$ cat src/rtl/sqrt_csa_pipe_pkg.sv
// Shared elaboration helpers for the pipelined square-root carry-select adder.
//
// The operand is cut into blocks of nominal width 2, 3, 4, ... bits; the last
// block is truncated so the blocks exactly cover WIDTH bits. Pipeline stages
// each evaluate a fixed number of consecutive blocks.
//
// Functions:
//   nblk(width)                   number of carry-select blocks
//   blk_lo(i)                     LSB position of block i
//   blk_w(i, width)               width of block i (last one truncated)
//   nstage(width, sb)             number of pipeline stages for sb blocks/stage
//   stage_mask(k, width, sb)      bit mask of the sum bits produced by stage k
package sqrt_csa_pkg;

    function automatic int nblk(input int width);
        int n;
        int covered;
        n       = 0;
        covered = 0;
        for (int i = 0; i < 64; i++) begin
            if (covered < width) begin
                covered = covered + i + 2;
                n       = n + 1;
            end
        end
        return n;
    endfunction

    // Blocks 0..i-1 have widths 2..i+1, so block i starts at their sum.
    function automatic int blk_lo(input int i);
        return (i * (i + 3)) / 2;
    endfunction

    function automatic int blk_w(input int i, input int width);
        int rem;
        rem = width - blk_lo(i);
        return (rem < i + 2) ? rem : i + 2;
    endfunction

    function automatic int nstage(input int width, input int sb);
        return (nblk(width) + sb - 1) / sb;
    endfunction

    function automatic logic [63:0] stage_mask(input int k, input int width, input int sb);
        logic [63:0] m;
        int          lo;
        int          w;
        m = '0;
        for (int i = 0; i < nblk(width); i++) begin
            if (i / sb == k) begin
                lo = blk_lo(i);
                w  = blk_w(i, width);
                for (int j = 0; j < 64; j++) begin
                    if (j >= lo && j < lo + w) begin
                        m[j] = 1'b1;
                    end
                end
            end
        end
        return m;
    endfunction

endpackage

$ cat src/rtl/sqrt_csa_pipe_if.sv
// Operand/result handshake bundle for sqrt_csa_pipe.
//
// Input channel : in_valid/in_ready with a, b, cin, sub.
// Output channel: out_valid/out_ready with sum, cout, ovf.
// master = producer of operands and consumer of results (datapath side),
// slave  = the adder pipeline itself.
interface sqrt_csa_pipe_if #(
    parameter int WIDTH = 14
) ();
    logic             in_valid;
    logic             in_ready;
    logic [WIDTH-1:0] a;
    logic [WIDTH-1:0] b;
    logic             cin;
    logic             sub;
    logic             out_valid;
    logic             out_ready;
    logic [WIDTH-1:0] sum;
    logic             cout;
    logic             ovf;

    modport master (
        output in_valid, a, b, cin, sub, out_ready,
        input  in_ready, out_valid, sum, cout, ovf
    );

    modport slave (
        input  in_valid, a, b, cin, sub, out_ready,
        output in_ready, out_valid, sum, cout, ovf
    );
endinterface

$ cat src/rtl/sqrt_csa_pipe_csa_block.sv
// One carry-select block of width BW.
//
// Ports:
//   p, g      propagate / generate bits of the block (operand B already
//             conditioned for subtraction)
//   cin_sel   real carry into the block, used only to pick a candidate
//   sum       selected block sum
//   cout      selected carry out of the block's top bit
//   c_msb_in  selected carry into the block's top bit (for overflow)
module csa_block #(
    parameter int BW = 2
) (
    input  logic [BW-1:0] p,
    input  logic [BW-1:0] g,
    input  logic          cin_sel,
    output logic [BW-1:0] sum,
    output logic          cout,
    output logic          c_msb_in
);
    logic [BW:0] c0;
    logic [BW:0] c1;

    // Two speculative ripple chains, one assuming carry-in 0 and one assuming
    // carry-in 1; both settle before the real carry arrives.
    always_comb begin
        c0    = '0;
        c1    = '0;
        c0[0] = 1'b0;
        c1[0] = 1'b1;
        for (int j = 0; j < BW; j++) begin
            c0[j+1] = g[j] | (p[j] & c0[j]);
            c1[j+1] = g[j] | (p[j] & c1[j]);
        end
    end

    assign sum      = cin_sel ? (p ^ c1[BW-1:0]) : (p ^ c0[BW-1:0]);
    assign cout     = cin_sel ? c1[BW] : c0[BW];
    assign c_msb_in = cin_sel ? c1[BW-1] : c0[BW-1];

endmodule

$ cat src/rtl/sqrt_csa_pipe.sv
// Pipelined square-root carry-select adder/subtractor.
//
// Computes {cout, sum} = a + (sub ? ~b : b) + (sub ? 1 : cin) modulo 2^WIDTH,
// plus a signed-overflow flag. Blocks of width 2, 3, 4, ... are grouped
// STAGE_BLOCKS per pipeline stage; latency equals the number of stages.
//
// Ports:
//   clk    rising-edge clock
//   rst_n  synchronous active-low reset (drops all in-flight beats)
//   bus    slave side of sqrt_csa_pipe_if: in_valid/in_ready/a/b/cin/sub and
//          out_valid/out_ready/sum/cout/ovf
module sqrt_csa_pipe
    import sqrt_csa_pkg::*;
#(
    parameter int WIDTH        = 14,
    parameter int STAGE_BLOCKS = 2
) (
    input  logic           clk,
    input  logic           rst_n,
    sqrt_csa_pipe_if.slave bus
);
    localparam int NBLK = nblk(WIDTH);
    localparam int S    = nstage(WIDTH, STAGE_BLOCKS);

    // Stage registers: stage k holds the beat after blocks of stage k ran.
    logic [S-1:0]            r_v;
    logic [S-1:0][WIDTH-1:0] r_a;
    logic [S-1:0][WIDTH-1:0] r_b;
    logic [S-1:0][WIDTH-1:0] r_sum;
    logic [S-1:0]            r_carry;
    logic [S-1:0]            r_cmsb;

    // Inputs seen by the combinational logic of stage k.
    logic [S-1:0]            src_v;
    logic [S-1:0][WIDTH-1:0] src_a;
    logic [S-1:0][WIDTH-1:0] src_b;
    logic [S-1:0][WIDTH-1:0] src_sum;
    logic [S-1:0]            src_carry;
    logic [S-1:0]            src_cmsb;

    logic [S-1:0][WIDTH-1:0] st_mask;
    logic [S-1:0]            nxt_carry;
    logic [S-1:0]            nxt_cmsb;

    logic [WIDTH-1:0]        bsum;
    logic [NBLK-1:0]         blk_cin;
    logic [NBLK-1:0]         blk_cout;
    logic [NBLK-1:0]         blk_cmsb;

    logic                    adv;
    logic                    unused_ok;

    // The whole pipe moves together whenever the output slot is free or
    // being drained; bubbles travel like beats.
    assign adv          = !r_v[S-1] || bus.out_ready;
    assign bus.in_ready = adv;

    assign bus.out_valid = r_v[S-1];
    assign bus.sum       = r_sum[S-1];
    assign bus.cout      = r_carry[S-1];
    assign bus.ovf       = r_carry[S-1] ^ r_cmsb[S-1];

    // Per-stage wiring: stage 0 takes the conditioned operands straight from
    // the bus, later stages take the previous register.
    for (genvar k = 0; k < S; k++) begin : g_stage
        localparam int LAST = ((k + 1) * STAGE_BLOCKS - 1 < NBLK - 1) ?
                              (k + 1) * STAGE_BLOCKS - 1 : NBLK - 1;
        localparam logic [WIDTH-1:0] MASK = WIDTH'(stage_mask(k, WIDTH, STAGE_BLOCKS));

        assign st_mask[k]   = MASK;
        assign nxt_carry[k] = blk_cout[LAST];

        // Only the stage holding the top block knows the carry into the MSB.
        if (k == S - 1) begin : g_msb
            assign nxt_cmsb[k] = blk_cmsb[NBLK-1];
        end else begin : g_pass
            assign nxt_cmsb[k] = src_cmsb[k];
        end

        if (k == 0) begin : g_head
            assign src_v[0]     = bus.in_valid;
            assign src_a[0]     = bus.a;
            assign src_b[0]     = bus.sub ? ~bus.b : bus.b;
            assign src_sum[0]   = '0;
            assign src_carry[0] = bus.sub ? 1'b1 : bus.cin;
            assign src_cmsb[0]  = 1'b0;
        end else begin : g_body
            assign src_v[k]     = r_v[k-1];
            assign src_a[k]     = r_a[k-1];
            assign src_b[k]     = r_b[k-1];
            assign src_sum[k]   = r_sum[k-1];
            assign src_carry[k] = r_carry[k-1];
            assign src_cmsb[k]  = r_cmsb[k-1];
        end
    end

    // Carry-select blocks; within a stage each block's carry-in is the
    // selected carry of its neighbour, the first block uses the stage carry.
    for (genvar i = 0; i < NBLK; i++) begin : g_blk
        localparam int LO = blk_lo(i);
        localparam int BW = blk_w(i, WIDTH);
        localparam int K  = i / STAGE_BLOCKS;

        logic [BW-1:0] pa;
        logic [BW-1:0] pb;

        assign pa = src_a[K][LO +: BW];
        assign pb = src_b[K][LO +: BW];

        if (i % STAGE_BLOCKS == 0) begin : g_first
            assign blk_cin[i] = src_carry[K];
        end else begin : g_chain
            assign blk_cin[i] = blk_cout[i-1];
        end

        csa_block #(
            .BW(BW)
        ) u_blk (
            .p       (pa ^ pb),
            .g       (pa & pb),
            .cin_sel (blk_cin[i]),
            .sum     (bsum[LO +: BW]),
            .cout    (blk_cout[i]),
            .c_msb_in(blk_cmsb[i])
        );
    end

    // Operand bits outside a stage's window and the last stage's operand
    // copy are dead after elaboration; tie them off here.
    assign unused_ok = ^{src_a, src_b, src_cmsb, blk_cmsb, r_a, r_b};

    // Stage registers: each stage merges its freshly computed sum bits into
    // the partial sum and forwards the running carry.
    always_ff @(posedge clk) begin
        if (!rst_n) begin
            for (int k = 0; k < S; k++) begin
                r_v[k]     <= 1'b0;
                r_a[k]     <= '0;
                r_b[k]     <= '0;
                r_sum[k]   <= '0;
                r_carry[k] <= 1'b0;
                r_cmsb[k]  <= 1'b0;
            end
        end else if (adv) begin
            for (int k = 0; k < S; k++) begin
                r_v[k]     <= src_v[k];
                r_a[k]     <= src_a[k];
                r_b[k]     <= src_b[k];
                r_sum[k]   <= (src_sum[k] & ~st_mask[k]) | (bsum & st_mask[k]);
                r_carry[k] <= nxt_carry[k];
                r_cmsb[k]  <= nxt_cmsb[k];
            end
        end
    end

endmodule

$ cat src/flat_wrapper.sv
// flat-port wrapper written by rule: the top's interface ports become plain ports
module sqrt_csa_pipe_flat import sqrt_csa_pkg::*;
#(
    parameter int WIDTH        = 14,
    parameter int STAGE_BLOCKS = 2
)
  (clk, rst_n, bus_in_valid, bus_a, bus_b, bus_cin, bus_sub, bus_out_ready, bus_in_ready, bus_out_valid, bus_sum, bus_cout, bus_ovf);
  sqrt_csa_pipe_if #(.WIDTH(WIDTH)) bus_i ();
  input  logic clk;
  input  logic rst_n;
  input wire logic [$bits(bus_i.in_valid)-1:0] bus_in_valid;
  input wire logic [$bits(bus_i.a)-1:0] bus_a;
  input wire logic [$bits(bus_i.b)-1:0] bus_b;
  input wire logic [$bits(bus_i.cin)-1:0] bus_cin;
  input wire logic [$bits(bus_i.sub)-1:0] bus_sub;
  input wire logic [$bits(bus_i.out_ready)-1:0] bus_out_ready;
  output wire logic [$bits(bus_i.in_ready)-1:0] bus_in_ready;
  output wire logic [$bits(bus_i.out_valid)-1:0] bus_out_valid;
  output wire logic [$bits(bus_i.sum)-1:0] bus_sum;
  output wire logic [$bits(bus_i.cout)-1:0] bus_cout;
  output wire logic [$bits(bus_i.ovf)-1:0] bus_ovf;
  assign bus_i.in_valid = bus_in_valid;
  assign bus_i.a = bus_a;
  assign bus_i.b = bus_b;
  assign bus_i.cin = bus_cin;
  assign bus_i.sub = bus_sub;
  assign bus_i.out_ready = bus_out_ready;
  assign bus_in_ready = bus_i.in_ready;
  assign bus_out_valid = bus_i.out_valid;
  assign bus_sum = bus_i.sum;
  assign bus_cout = bus_i.cout;
  assign bus_ovf = bus_i.ovf;
  sqrt_csa_pipe #(.WIDTH(WIDTH), .STAGE_BLOCKS(STAGE_BLOCKS)) u_core (.clk(clk), .rst_n(rst_n), .bus(bus_i));
endmodule
$ cat config.mk
export PLATFORM = sky130hd
export DESIGN_NAME = sqrt_csa_pipe_flat
export DESIGN_NICKNAME = d
export VERILOG_FILES = /design/src/rtl/sqrt_csa_pipe_pkg.sv /design/src/rtl/sqrt_csa_pipe_if.sv /design/src/rtl/sqrt_csa_pipe_csa_block.sv /design/src/rtl/sqrt_csa_pipe.sv /design/src/flat_wrapper.sv
export SDC_FILE = /design/constraint.sdc
export NUM_CORES = 1
export LEC_CHECK = 0
export BUFFER_PORTS_ARGS = -buffer_cell sky130_fd_sc_hd__buf_2
export CORE_ASPECT_RATIO = 1.75
export CORE_MARGIN = 2
export CORE_UTILIZATION = 55
export DETAILED_ROUTE_END_ITERATION = 16
export GPL_TIMING_DRIVEN = 1
export PLACE_DENSITY = 0.9
export SETUP_SLACK_MARGIN = 0.15
export SYNTH_ARGS = -nofsm -noshare
export SYNTH_HDL_FRONTEND = slang
export SYNTH_HIERARCHICAL = 1
export SYNTH_SLANG_ARGS = --single-unit
$ cat constraint.sdc
create_clock -name clk -period 5.9 [get_ports clk]
set_clock_uncertainty 0.15 [all_clocks]
set_input_delay 0.295 -clock clk [delete_from_list [all_inputs] [get_ports clk]]
set_output_delay 0.295 -clock clk [all_outputs]
set_load 0.005 [all_outputs]
# ---- After elaboration in Yosys (flattened, before gate mapping)
# Index checks and enable logic that the tools add are counted.
# Widths: inputs -> output; s select.
dict set report word_totals {
  regBits 52
  input_bits 34
  output_inout_bits 18
  word_cells 83
}
dict set report classes {
  mux 11
  n_bitwise 63
  reduce_logical 2
}
# op n
set op_table {}
lappend op_table {{$or 1x1->1} 24}
lappend op_table {{$and 1x1->1} 20}
lappend op_table {{$xor 5x5->5} 3}
lappend op_table {{$mux 14} 1}
lappend op_table {{$not 14->14} 1}
lappend op_table {{$or 5x14->14} 1}
lappend op_table {{$xor 4x4->4} 3}
lappend op_table {{$xor 3x3->3} 3}
lappend op_table {{$mux 1} 6}
lappend op_table {{$xor 2x2->2} 3}
lappend op_table {{$and 5x5->5} 1}
lappend op_table {{$mux 5} 1}
lappend op_table {{$and 4x4->4} 1}
lappend op_table {{$mux 4} 1}
lappend op_table {{$and 3x3->3} 1}
lappend op_table {{$mux 3} 1}
lappend op_table {{$and 2x2->2} 1}
lappend op_table {{$mux 2} 1}
lappend op_table {{$logic_not 1->1} 1}
lappend op_table {{$logic_or 1x1->1} 1}
lappend op_table {{$xor 1x1->1} 1}

# ---- Longest topological paths before layout
dict set report logic_depth {
  word_depth 11
  mapped_depth 13
  ltp_nobuf 13
}

# ---- Cells and area by module
# Netlist, hierarchy kept.
# module instances cells_per_inst area_per_inst_um2 seq_area_each_um2
set by_module_without_submodules {}
lappend by_module_without_submodules {sqrt_csa_pipe 1 218 2148.3 840.8}
lappend by_module_without_submodules {{csa_block at u_core.g_blk[3].u_blk} 1 11 90.1 0.0}
lappend by_module_without_submodules {{csa_block at u_core.g_blk[2].u_blk} 1 9 76.3 0.0}
lappend by_module_without_submodules {{csa_block at u_core.g_blk[1].u_blk} 1 7 56.3 0.0}
lappend by_module_without_submodules {{csa_block at u_core.g_blk[0].u_blk} 1 4 36.3 0.0}

# ---- Worst setup path after synthesis
# Ideal clock, no wire load.
dict set report synth_timing {
  kind {flip-flop to flip-flop}
  start {register u_core.r_a (netlist bit u_core/g_blk[2].pa[0])}
  end {register u_core.r_carry[1]}
  arrival_ns 2.698
  t_required_ns 5.632
  setup_slack_ns 2.934
  stages_incl_launch_ff 14
  n_path_buf 0
  cell_sequence {dfxtp_1 > ha_1 > a21oi_2 > o21bai_2 > a21o_1 > ha_1 > or2_2 > a21o_1 > a31o_1 > a21o_1 > ha_1 > or2_2 > nand2_1 > a21boi_2}
}
dict set report synth_via {
  elab_chain_cells 10
  word_cells_on_any_way 17
  classes_between {2 x mux; 15 x bitwise}
}
# item line_no
set synth_rtl {}
lappend synth_rtl {{start: declaration} sqrt_csa_pipe.sv:27} ;# logic [S-1:0][WIDTH-1:0] r_a;
lappend synth_rtl {{start signal: indexed assignment} sqrt_csa_pipe.sv:147} ;# r_a[k] <= src_a[k];
lappend synth_rtl {{$and 4x4->4 or $xor 4x4->4 (tied branches)} {sqrt_csa_pipe.sv:120, sqrt_csa_pipe.sv:119}}
lappend synth_rtl {{$or 1x1->1} sqrt_csa_pipe_csa_block.sv:32} ;# c1[j+1] = g[j] | (p[j] & c1[j]);
lappend synth_rtl {{$and 1x1->1} sqrt_csa_pipe_csa_block.sv:32}
lappend synth_rtl {{$or 1x1->1} sqrt_csa_pipe_csa_block.sv:32}
lappend synth_rtl {{$and 1x1->1} sqrt_csa_pipe_csa_block.sv:32}
lappend synth_rtl {{$or 1x1->1} sqrt_csa_pipe_csa_block.sv:32}
lappend synth_rtl {{$and 1x1->1} sqrt_csa_pipe_csa_block.sv:32}
lappend synth_rtl {{$or 1x1->1} sqrt_csa_pipe_csa_block.sv:32}
lappend synth_rtl {{$mux 1 (*)} sqrt_csa_pipe_csa_block.sv:37} ;# assign cout = cin_sel ? c1[BW] : c0[BW];
lappend synth_rtl {{named net u_core.blk_cin[3]} sqrt_csa_pipe.sv:46} ;# logic [NBLK-1:0] blk_cin;
lappend synth_rtl {{$mux 1 (*)} sqrt_csa_pipe_csa_block.sv:37}
lappend synth_rtl {{named net u_core.blk_cout[3]} sqrt_csa_pipe.sv:47} ;# logic [NBLK-1:0] blk_cout;
lappend synth_rtl {{end signal: indexed assignment} sqrt_csa_pipe.sv:150} ;# r_carry[k] <= nxt_carry[k];
lappend synth_rtl {{end: declaration} sqrt_csa_pipe.sv:30} ;# logic [S-1:0] r_carry;
# Mark *: on every way through the listed nets, which the timed path passes. The rest lies on a longest branch.
# A chain may end at the register's enable or synchronous reset.

# ---- Final worst setup path
dict set report layout_timing {
  start {register u_core.r_b (netlist bit u_core/g_blk[2].pb[0])}
  end {register u_core.r_carry[1]}
}
dict set report layout_via {
  elab_chain_cells 10
  word_cells_on_any_way 17
  classes_between {2 x mux; 15 x bitwise}
}
# item line_no
set layout_rtl {}
lappend layout_rtl {{start: declaration} sqrt_csa_pipe.sv:28} ;# logic [S-1:0][WIDTH-1:0] r_b;
lappend layout_rtl {{start signal: indexed assignment} sqrt_csa_pipe.sv:148} ;# r_b[k] <= src_b[k];
lappend layout_rtl {{$and 4x4->4 or $xor 4x4->4 (tied branches)} {sqrt_csa_pipe.sv:120, sqrt_csa_pipe.sv:119}}
lappend layout_rtl {{$or 1x1->1} sqrt_csa_pipe_csa_block.sv:32}
lappend layout_rtl {{$and 1x1->1} sqrt_csa_pipe_csa_block.sv:32}
lappend layout_rtl {{$or 1x1->1} sqrt_csa_pipe_csa_block.sv:32}
lappend layout_rtl {{$and 1x1->1} sqrt_csa_pipe_csa_block.sv:32}
lappend layout_rtl {{$or 1x1->1} sqrt_csa_pipe_csa_block.sv:32}
lappend layout_rtl {{$and 1x1->1} sqrt_csa_pipe_csa_block.sv:32}
lappend layout_rtl {{$or 1x1->1} sqrt_csa_pipe_csa_block.sv:32}
lappend layout_rtl {{$mux 1 (*)} sqrt_csa_pipe_csa_block.sv:37}
lappend layout_rtl {{named net u_core.blk_cin[3]} sqrt_csa_pipe.sv:46}
lappend layout_rtl {{$mux 1 (*)} sqrt_csa_pipe_csa_block.sv:37}
lappend layout_rtl {{named net u_core.blk_cout[3]} sqrt_csa_pipe.sv:47}
# Marks and branches as above.

==> results.txt <==
The run finished with clean final reports. The static power due to leakage is about 1.2 nW. The proportion of synthesized chip area in sequential cells came out at 0.349. In the final design database the tool counted between 300 and 400 nets. CTS built an H-tree with a depth of 2. The sum of negative setup slack came out at 0 ns. The congestion estimate from routability-driven global placement came to ~0.7. Setup violations remaining at the end of the flow were counted as 0. The synthesized flop and latch total is 42. The area of the mapped netlist is 0.00241 mm^2. The maximum clock frequency is 322 MHz.

For this design, the slowest cell found on the critical path is dfxtp_1. The number of filler instances in the final layout came out at 389. The worst slack at placement is roughly 2.8 ns. The library cells used most frequently in the layout, excluding fill and tap cells, are nand2_1 (63), buf_2 (51), dfxtp_1 (42), a21boi_2 (31), ha_1 (18). The number of antenna violations at the first check in global routing came out at 0. Summing over every cut layer, the via total after detailed routing is roughly 1.7k.

The data required time of the worst path is 5.93 ns. The die boundary width is 54.0 um. The measured slew at the worst slew-check pin is ~0.86 ns. The relative slew slack came out at 0.426.

The maximum root-to-sink buffer count came out at 2. The final instance area came out at ~0.0026 mm^2. The maximum number of pins on one net before global-route repair came out at 52. The number of buffers inserted during clock tree synthesis came out at 5.

In the synthesized netlist, the number of instances is around 250. Excluding fillers, the count of instances in the completed layout stands at around 330. The master cell of the clock root buffer is clkbuf_8. The half-perimeter wire length of the detailed placement result came out at 2.81 mm.

The initial core utilization came out at 0.575. The type of the worst setup path is reg -> reg. The tightest min-delay check is of the in -> reg type. The number of slew-limit violations in the final report was 0. The global routing usage summed across all routing layers came out at 0.182. Setup repair after global routing left no endpoint under its margin. The port buffer count came out at just over 50. Summed over all instances, the cell type with the most area after synthesis is dfxtp_1. At the worst endpoint, the arrival time is around 3.1 ns. The post-route clock period utilization came out at 0.526. The detailed-route vias per instance is between 5 and 6. The standard cell area after detailed placement came out at 0.00248 mm^2. For this block, the routed nets add up to approximately 4 mm of wire. The wire length of the first global-routing pass is between 6 and 7 mm. The number of failing hold endpoints at the final stage was 0. Measured along the y axis, the die boundary spans 91.5 um. The number of maximum-capacitance violations is 0. The number of nets handed over by synthesis was roughly 300. The power density over the cells is 260 mW/mm^2.

The number of library cell types mapped by synthesis is 27. The overall power of the completed layout came out at 0.670 mW. The repair_antennas step left the layout with diodes totalling 0. Compared with the post-synthesis result, the final layout area differs by 7.02%. In this run, the number of DRC markers left after iteration 0 of detailed routing was 31. The DRC violation count after routing is 0. Traced cell by cell, the critical path runs through ha_1 -> a21oi_2 -> o21bai_2 -> a21o_1 -> ha_1 -> or2_2 -> a21o_1 -> a31o_1 -> a21o_1 -> ha_1 -> or2_2 -> nand2_1 -> a21boi_2. Dividing the detail-routed wire length by the instance count gives 12.3 um. The via count of the first global-routing pass is roughly 1.6k.

The clock latency of the later-clocked register in the worst-skew pair is 0.29 ns. The delay of the slowest cell on the worst path came out at 0.33 ns. The post-CTS clock slew at the launch and capture registers of the worst setup and hold paths came out at 0.08 ns. Once detail routing completed, the nets flagged for antenna violations numbered 0. By area the synthesized netlist is led by dfxtp_1 (35%), a21boi_2 (15%), nand2_1 (9.8%).

The worst setup path is launched from a flip-flop. The number of placed instances, taps included is 320. The average instance in the mapped netlist occupies a little under 10 um^2.

The most common cell after layout, fill and taps aside is nand2_1. During I/O placement, the number of pins put on the boundary was 52. The number of gates given a new drive strength after cts came out at 0.

The total overflow reported by the global router came out at 0. TritonCTS built the clock tree. The number of clock sinks came out at 42. The Yosys step of the flow raised 6 warnings. The number of setup buffers added after CTS came out at 0. STA classifies the critical path endpoint as a flip-flop. The count of hold-fix buffers inserted at cts came out at 0. The area of the die came out at just under 0.005 mm^2. The area share of the leading cell type in the synthesized netlist is 0.349. The number of iterations in the first detailed-routing pass is 4. Setup slack on the critical path of the routed design comes to roughly 2.8 ns. Of the cells placed in the final design, the portion with a size suffix greater than 1 is 0.391. Along the worst path, the maximum fanout reaches 3. Across the VDD grid, the largest voltage drop is 169 uV. The core box area came out at between 0.004 and 0.005 mm^2.

The floorplan has 31 rows. The final critical-path required period is 3.10 ns.
==> routing by layer <==
metal | track usage | share of wire | vias to the layer above
met3 | 0.0329 | 0.041 | 5
met1 | 0.194 | 0.40 | 788
li1 | - | - | 863
met4 | 0.0750 | 0.020 | 0
met5 | 0 | 0 | -
met2 | 0.329 | 0.54 | 41
==> cell type report <==
class | instances | area, um^2 | share of cell area
clock buffer | 7 | 86.3 | 0.0335
clock inverter | 1 | 5.00 | 0.00194
inverter | 3 | 18.8 | 0.00729
multi-input combinational | 175 | 1310 | 0.508
sequential | 42 | 841 | 0.326
tap | 49 | 61.3 | 0.0238
timing repair buffer | 51 | 255 | 0.0991
==> cells by family after synthesis <==
family | share of synthesized area
fa+ha+maj | 0.0936
buf+inv | 0.107
simple gates | 0.120
flops | 0.349
compound gates | 0.240
xor+xnor | 0.0910
==> registers in the layout, indices dropped and copies added, names as in the netlist <==
signal and count:
u_core/bus.sum 14, u_core/r_cmsb 1, u_core/r_carry 2, u_core/r_sum 5, u_core/g_blk.pb 9, u_core/r_v 2
u_core/g_blk.pa 9
==> power breakdown <==
group	internal [mW]	leakage, nW	switching [mW]
Combinational	0.0765	0.822	0.0767
Clock	0.0944	0.0482	0.0922
Sequential	0.314	0.348	0.0163
==> worst paths after layout <==
| path | start | endpoint | slack, ns | cells past startpoint |
|---|---|---|---|---|
| worst min-delay path | bus_a[5] | u_core/g_blk[2].pa[0]$_SDFFE_PN0P_ | 0.1 | 3 |
| worst max-delay path | u_core/g_blk[2].pb[0]$_SDFFE_PN0P_ | u_core/r_carry[1]$_SDFFE_PN0P_ | 2.80 | 13 |
| worst min register to register | u_core/bus.sum[3]$_SDFFE_PN0P_ | u_core/bus.sum[3]$_SDFFE_PN0P_ | 0.31 | 2 |
| worst max register to register | u_core/g_blk[2].pb[0]$_SDFFE_PN0P_ | u_core/r_carry[1]$_SDFFE_PN0P_ | 2.80 | 13 |
==> Yosys cell counts <==
cell      count
a31o_1        1
a21oi_2       2
nand2_2       1
a21o_1        4
a21boi_0      1
nor2b_4       1
buf_6         6
buf_4        18
o21bai_2      1
a21o_2        1
clkbuf_1      3
xnor2_1      12
a21boi_2     31
or2_1         1
or2_2         4
a21oi_1      10
xor2_1       13
nand2_1      63
buf_2         1
o21bai_1      1
o21a_1        1
inv_8         1
buf_12        1
dfxtp_1      42
o21ai_2       9
inv_1         2
ha_1         18
==> stage by stage <==
step	util	hold slack, ns
after floorplan	-	0.278
after global placement	0.593	0.294
after detailed placement	0.593	0.300
after CTS	0.615	0.0872
after global routing	0.615	0.0939
final	0.615	0.0984
==> critical path, delay by kind of cell, from the launching register on <==
kind	cells	cell delay, ns
flops	1	0.33
simple gates	3	0.67
compound gates	7	1.21
fa+ha+maj	3	0.65
Power figures use the tool's default switching activity.
